--- config.mk ---
export PLATFORM = sky130hd
export DESIGN_NAME = data_mem_p
export DESIGN_NICKNAME = d
export VERILOG_FILES = /design/src/rtl/data_mem_p.sv
export SDC_FILE = /design/constraint.sdc
export NUM_CORES = 2
export LEC_CHECK = 0
export ABC_AREA = 1
export BUFFER_PORTS_ARGS = -buffer_cell sky130_fd_sc_hd__buf_2
export CORE_MARGIN = 4
export CORE_UTILIZATION = 30
export CTS_BUF_LIST = sky130_fd_sc_hd__clkbuf_4 sky130_fd_sc_hd__clkbuf_8 sky130_fd_sc_hd__clkbuf_16
export DETAILED_ROUTE_END_ITERATION = 10
export HOLD_SLACK_MARGIN = 0.15
export PLACE_DENSITY = 0.46
export SLEW_MARGIN = 20
export SYNTH_ARGS = -nofsm -noshare
export SYNTH_HDL_FRONTEND = slang
export SYNTH_SLANG_ARGS = --single-unit
--- constraint.sdc ---
create_clock -name CLK -period 14.5 [get_ports CLK]
set_clock_uncertainty 0.15 [all_clocks]
set_input_delay 0.725 -clock CLK [delete_from_list [all_inputs] [get_ports CLK]]
set_output_delay 0.725 -clock CLK [all_outputs]
set_load 0.02 [all_outputs]
--- src/rtl/data_mem_p.sv ---
// Single-port word memory with whole-array clear sequencer and range checking.
// Read latency 0 (READ_REG=0) or 1 cycle (READ_REG=1); AddrErr follows the access by one cycle.
// No backpressure: accesses during a clear are dropped, and Busy reports the clear.
module data_mem_p #(
  parameter int DW       = 8,
  parameter int AW       = 8,
  parameter int DEPTH    = 256,
  parameter int READ_REG = 0
) (
  input  logic          CLK,
  input  logic          reset,
  input  logic [AW-1:0] DataAddress,
  input  logic          ReadMem,
  input  logic          WriteMem,
  input  logic [DW-1:0] DataIn,
  input  logic          ClearReq,
  output logic [DW-1:0] DataOut,
  output logic          DataValid,
  output logic          Busy,
  output logic          AddrErr
);

  typedef enum logic {IDLE, CLEAR} state_t;

  // One extra bit so DEPTH == 2^AW is representable in the range compare.
  localparam logic [AW:0]   DEPTH_W = (AW+1)'(DEPTH);
  localparam logic [AW-1:0] LAST    = AW'(DEPTH - 1);

  state_t        state;
  logic [AW-1:0] ptr;
  logic          busy_q;
  logic          addr_err_q;
  logic [DW-1:0] core [DEPTH];

  logic          in_range;
  logic          idle;
  logic          rd_ok;
  logic          wr_ok;
  logic          bad_acc;
  logic [DW-1:0] rd_dat;

  assign in_range = ({1'b0, DataAddress} < DEPTH_W);
  // Reset is treated like a clear in progress: nothing is accepted while it is held.
  assign idle     = (state == IDLE) && !reset;
  assign rd_ok    = idle && ReadMem && in_range;
  assign wr_ok    = idle && WriteMem && in_range;
  assign bad_acc  = idle && (ReadMem || WriteMem) && !in_range;
  // Read-first: this reads the array before the same-edge write lands.
  assign rd_dat   = rd_ok ? core[DataAddress] : '0;

  // Control FSM: clear sequencer, busy flag and the out-of-range pulse.
  always_ff @(posedge CLK) begin
    if (reset) begin
      state      <= CLEAR;
      ptr        <= '0;
      busy_q     <= 1'b1;
      addr_err_q <= 1'b0;
    end else begin
      addr_err_q <= bad_acc;
      case (state)
        CLEAR: begin
          if (ptr == LAST) begin
            state  <= IDLE;
            ptr    <= '0;
            busy_q <= 1'b0;
          end else begin
            ptr <= ptr + 1'b1;
          end
        end
        default: begin
          // A write in the same cycle still lands; the clear then overwrites it.
          if (ClearReq) begin
            state  <= CLEAR;
            ptr    <= '0;
            busy_q <= 1'b1;
          end
        end
      endcase
    end
  end

  // Array write port: zeroing during a clear, user writes only when idle.
  always_ff @(posedge CLK) begin
    if (!reset) begin
      if (state == CLEAR) begin
        core[ptr] <= '0;
      end else if (wr_ok) begin
        core[DataAddress] <= DataIn;
      end
    end
  end

  generate
    if (READ_REG != 0) begin : g_rd_reg
      logic [DW-1:0] dout_q;
      logic          valid_q;
      // Registered read data, aligned with its valid flag.
      always_ff @(posedge CLK) begin
        if (reset) begin
          dout_q  <= '0;
          valid_q <= 1'b0;
        end else begin
          dout_q  <= rd_dat;
          valid_q <= rd_ok;
        end
      end
      assign DataOut   = dout_q;
      assign DataValid = valid_q;
    end else begin : g_rd_comb
      assign DataOut   = rd_dat;
      assign DataValid = rd_ok;
    end
  endgenerate

  assign Busy    = busy_q;
  assign AddrErr = addr_err_q;

endmodule

==> results.yml <==
run_status:
  status: "finished with violations"
  violations: "max-slew violations"
worst_setup_path:
  cp_top_family: "buffers and inverters"
  slowest_stage: "buf_4"
  worstReg2RegStart: "state"
  cp-startpoint: "DataAddress[0]"
  cp-start-kind: "primary input"
  slowest_delay_ns: 0.82
  arrival_ns: 5.96
  end_kind: "output port"
  cp_num_buf_inv: 6
  crit_type: "primary input to output port"
  worstPathRequired_ns: 13.62
  worst_path_most_repeated_cell: "nand3_1"
  cp_max_fo: 235
  cp_cell_sequence: "buf_8 -> inv_16 -> buf_4 -> buf_12 -> buf_4 -> nand2_1 -> nand3_1 -> nand3_1 -> nand3_1 -> nand3_1 -> nand3_1 -> nand2_1 -> nor2_1 -> nor2_1 -> nor2_1 -> buf_2"
clocking:
  clk_path_buf_depth: 3
  cts_tree: "done"
  cts_buffers: 216
  cts.clk_slew.worst_paths_ns: 0.06
  insertion_delay_ns: 0.88
  clock-root-buffer: "clkbuf_16"
  post_cts_buffers: 0
  cts_htree_levels: 4
  cts_sinks: 2058
hold_path:
  min_from: "DataIn[0]"
  hold_path.class: "primary input to register"
placed_design:
  port_buffers: 30
  hpwl_um: 140000
  gp_congestion: 0.802
  dpl_cell_area_sq_um: 87300
die:
  dieArea_sq_um: 288000
  core-area_sq_um: 277000
  die_y_um: 536
  die_w_um: 536
  start_util_pct: 30.2
  row_count: 193
  io_pins: 32
synth:
  yosysTopAreaCell: "edfxtp_1"
  avgSynthCellArea_sq_um: 11.8
  synth.cell_area_sq_um: 83700
  synthTopCellsByArea: "edfxtp_1 73%, nand3_1 12%, nand2_1 9.3%, nor2_1 1.7%, buf_2 1.5%"
  synth_cells: 7114
  async_flop_share_pct: 0
  syn_nets: 7136
  synth_top_area_share_pct: 73.4
  synth_cell_type_count: 31
  synth_edf_count: 2048
  synth-main-ff-cell: "edfxtp_1"
  synth-seq-area-share_pct: 73.7
  synth-seq-cells: 2058
  yosysWarnings: 0
timing:
  setup_viol: 0
  rsz0062_at_grt: "false"
  slew_headroom_pct: -7.90
  drv_slew: 64
  final.period_utilization_pct: 47.2
  whs_ns: 0.208
  setup-tns-final_ns: 0
  tightestPinTransition_ns: 1.62
  hold_viol: 0
  period_needed_ns: 6.84
  fmax_mhz: 146
final_layout:
  seq_area_sq_um: 61700
  areaGrowthSynthToFinish_pct: 12.7
  final_area_sq_um: 94400
  nets: 6975
  multi_input_area_sq_um: 19700
  nFillCells: 27494
  drive_above_1_share_pct: 7.12
drt:
  avgViaCountPerCell: 5.01
  drcViolationCount: 0
  vias: 54258
  drt_iter0_markers: 5728
  drt-wirelength-per-cell_um: 23.9
  first_pass_iters: 6
  ant_nets: 0
  routed_wl_um: 259000
grt:
  grt_pass1_vias: 51490
  grt_pass1_wl_um: 375000
  antenna_found_initial: 15
  overflow: 0
  grt_max_degree: 236
  grt_usage_pct: 17.5
run:
  maxCapViolCount: 0
power_and_ir_drop:
  power.leakage_nw: 32.0
  ir_drop_mv: 0.138
  power_per_cell_area_nw_per_um2: 134
==> metal layers <==
| metal | global-route usage [%] | routed length (um) | up-vias |
|---|---|---|---|
| met5 | 0 | 55 | - |
| met4 | 4.45 | 6240 | 8 |
| met3 | 3.18 | 16900 | 328 |
| met2 | 27.0 | 118000 | 1752 |
| met1 | 25.4 | 118000 | 27275 |
| li1 | - | - | 24895 |
==> synth_stat cells, types with 6 or more instances <==
cell,instances
nor2_1,373
clkbuf_1,184
buf_1,50
nand2_2,13
dfxtp_1,10
edfxtp_1,2048
o21ai_2,6
a21oi_1,19
inv_1,50
o22ai_1,16
buf_2,246
inv_2,9
nand3_1,1931
o21ai_0,40
nand2_1,2085
==> path summary, 6_finish.rpt <==
path	end	slack [ns]	cells after the start
setup reg to reg	core[59][0]	10.09	10
hold reg to reg	ptr[7]	0.34	2
setup / recovery	DataOut[3]	7.66	16
hold / removal	core[141][0]	0.21	3
==> metrics by stage <==
step / power, W / instances / utilization (%) / setup WS [ns]
floorplan: 0.00697 / 7114 / - / 5.81
global placement: 0.00721 / 10435 / 31.5 / 7.82
detailed placement: 0.00721 / 10436 / 31.5 / 7.81
CTS: 0.0127 / 10829 / 34.0 / 7.81
global route: 0.0130 / 10833 / 34.0 / 7.51
finish: 0.0126 / 10834 / 34.0 / 7.66
==> tightest hold or removal path, stage by stage <==
cell and delay, ns:
buf_2 0.10, inv_1 0.09, nor2_4 0.12
==> logic make-up (layout without fill, tap and decap cells) <==
group	count (synthesis)	count (layout)	synth area share [%]
simple gates	4418	4418	22.8
flops	2058	2058	73.7
buf+inv	547	558	2.86
compound gates	89	89	0.604
fa+ha+maj	1	1	0.0149
other cells	1	5	0.00448
==> placed cells by master (no fill, tap or decap), types with 6 or more instances in the layout <==
| cell type | Yosys | final |
|---|---|---|
| buf_12 | 0 | 18 |
| edfxtp_1 | 2048 | 2048 |
| dfxtp_1 | 10 | 10 |
| inv_2 | 9 | 9 |
| clkinv_2 | 1 | 26 |
| buf_2 | 246 | 25 |
| nand2_2 | 13 | 28 |
| buf_4 | 5 | 56 |
| nand2_1 | 2085 | 2069 |
| nand3_1 | 1931 | 1931 |
| clkinvlp_4 | 0 | 6 |
| clkinv_1 | 0 | 55 |
| inv_1 | 50 | 47 |
| o21ai_2 | 6 | 6 |
| nor2_4 | 5 | 13 |
| o22ai_1 | 16 | 16 |
| clkbuf_4 | 0 | 56 |
| o21ai_0 | 40 | 40 |
| nor2_1 | 373 | 364 |
| a21oi_1 | 19 | 19 |
| bufinv_16 | 0 | 16 |
| clkbuf_16 | 0 | 217 |
==> power by group <==
part | switching (W) | total (W) | internal (W) | leakage (nW)
Combinational | 0.000484 | 0.000644 | 0.000159 | 10.9
Clock | 0.00237 | 0.00551 | 0.00314 | 3.46
Sequential | 0.00000164 | 0.00645 | 0.00644 | 17.7
==> state kept, by name (all words and copies together) (netlist names) <==
register / cells
state: 1
Busy: 1
ptr: 8
core: 2048
==> layout make-up <==
class / instances / share of cell area (%)
tap: 3705 / 4.91
inverter: 60 / 0.277
timing repair buffer: 108 / 1.11
clock buffer: 273 / 6.20
multi-input combinational: 4509 / 20.9
sequential: 2058 / 65.4
clock inverter: 117 / 1.20
antenna: 4 / 0.0106
==> repair_timing <==
action	CTS	global route
hold buffers	3	0
endpoints found under the hold margin	10	0
resized for setup	0	0
No activity file was read; power rests on OpenSTA's default activity.
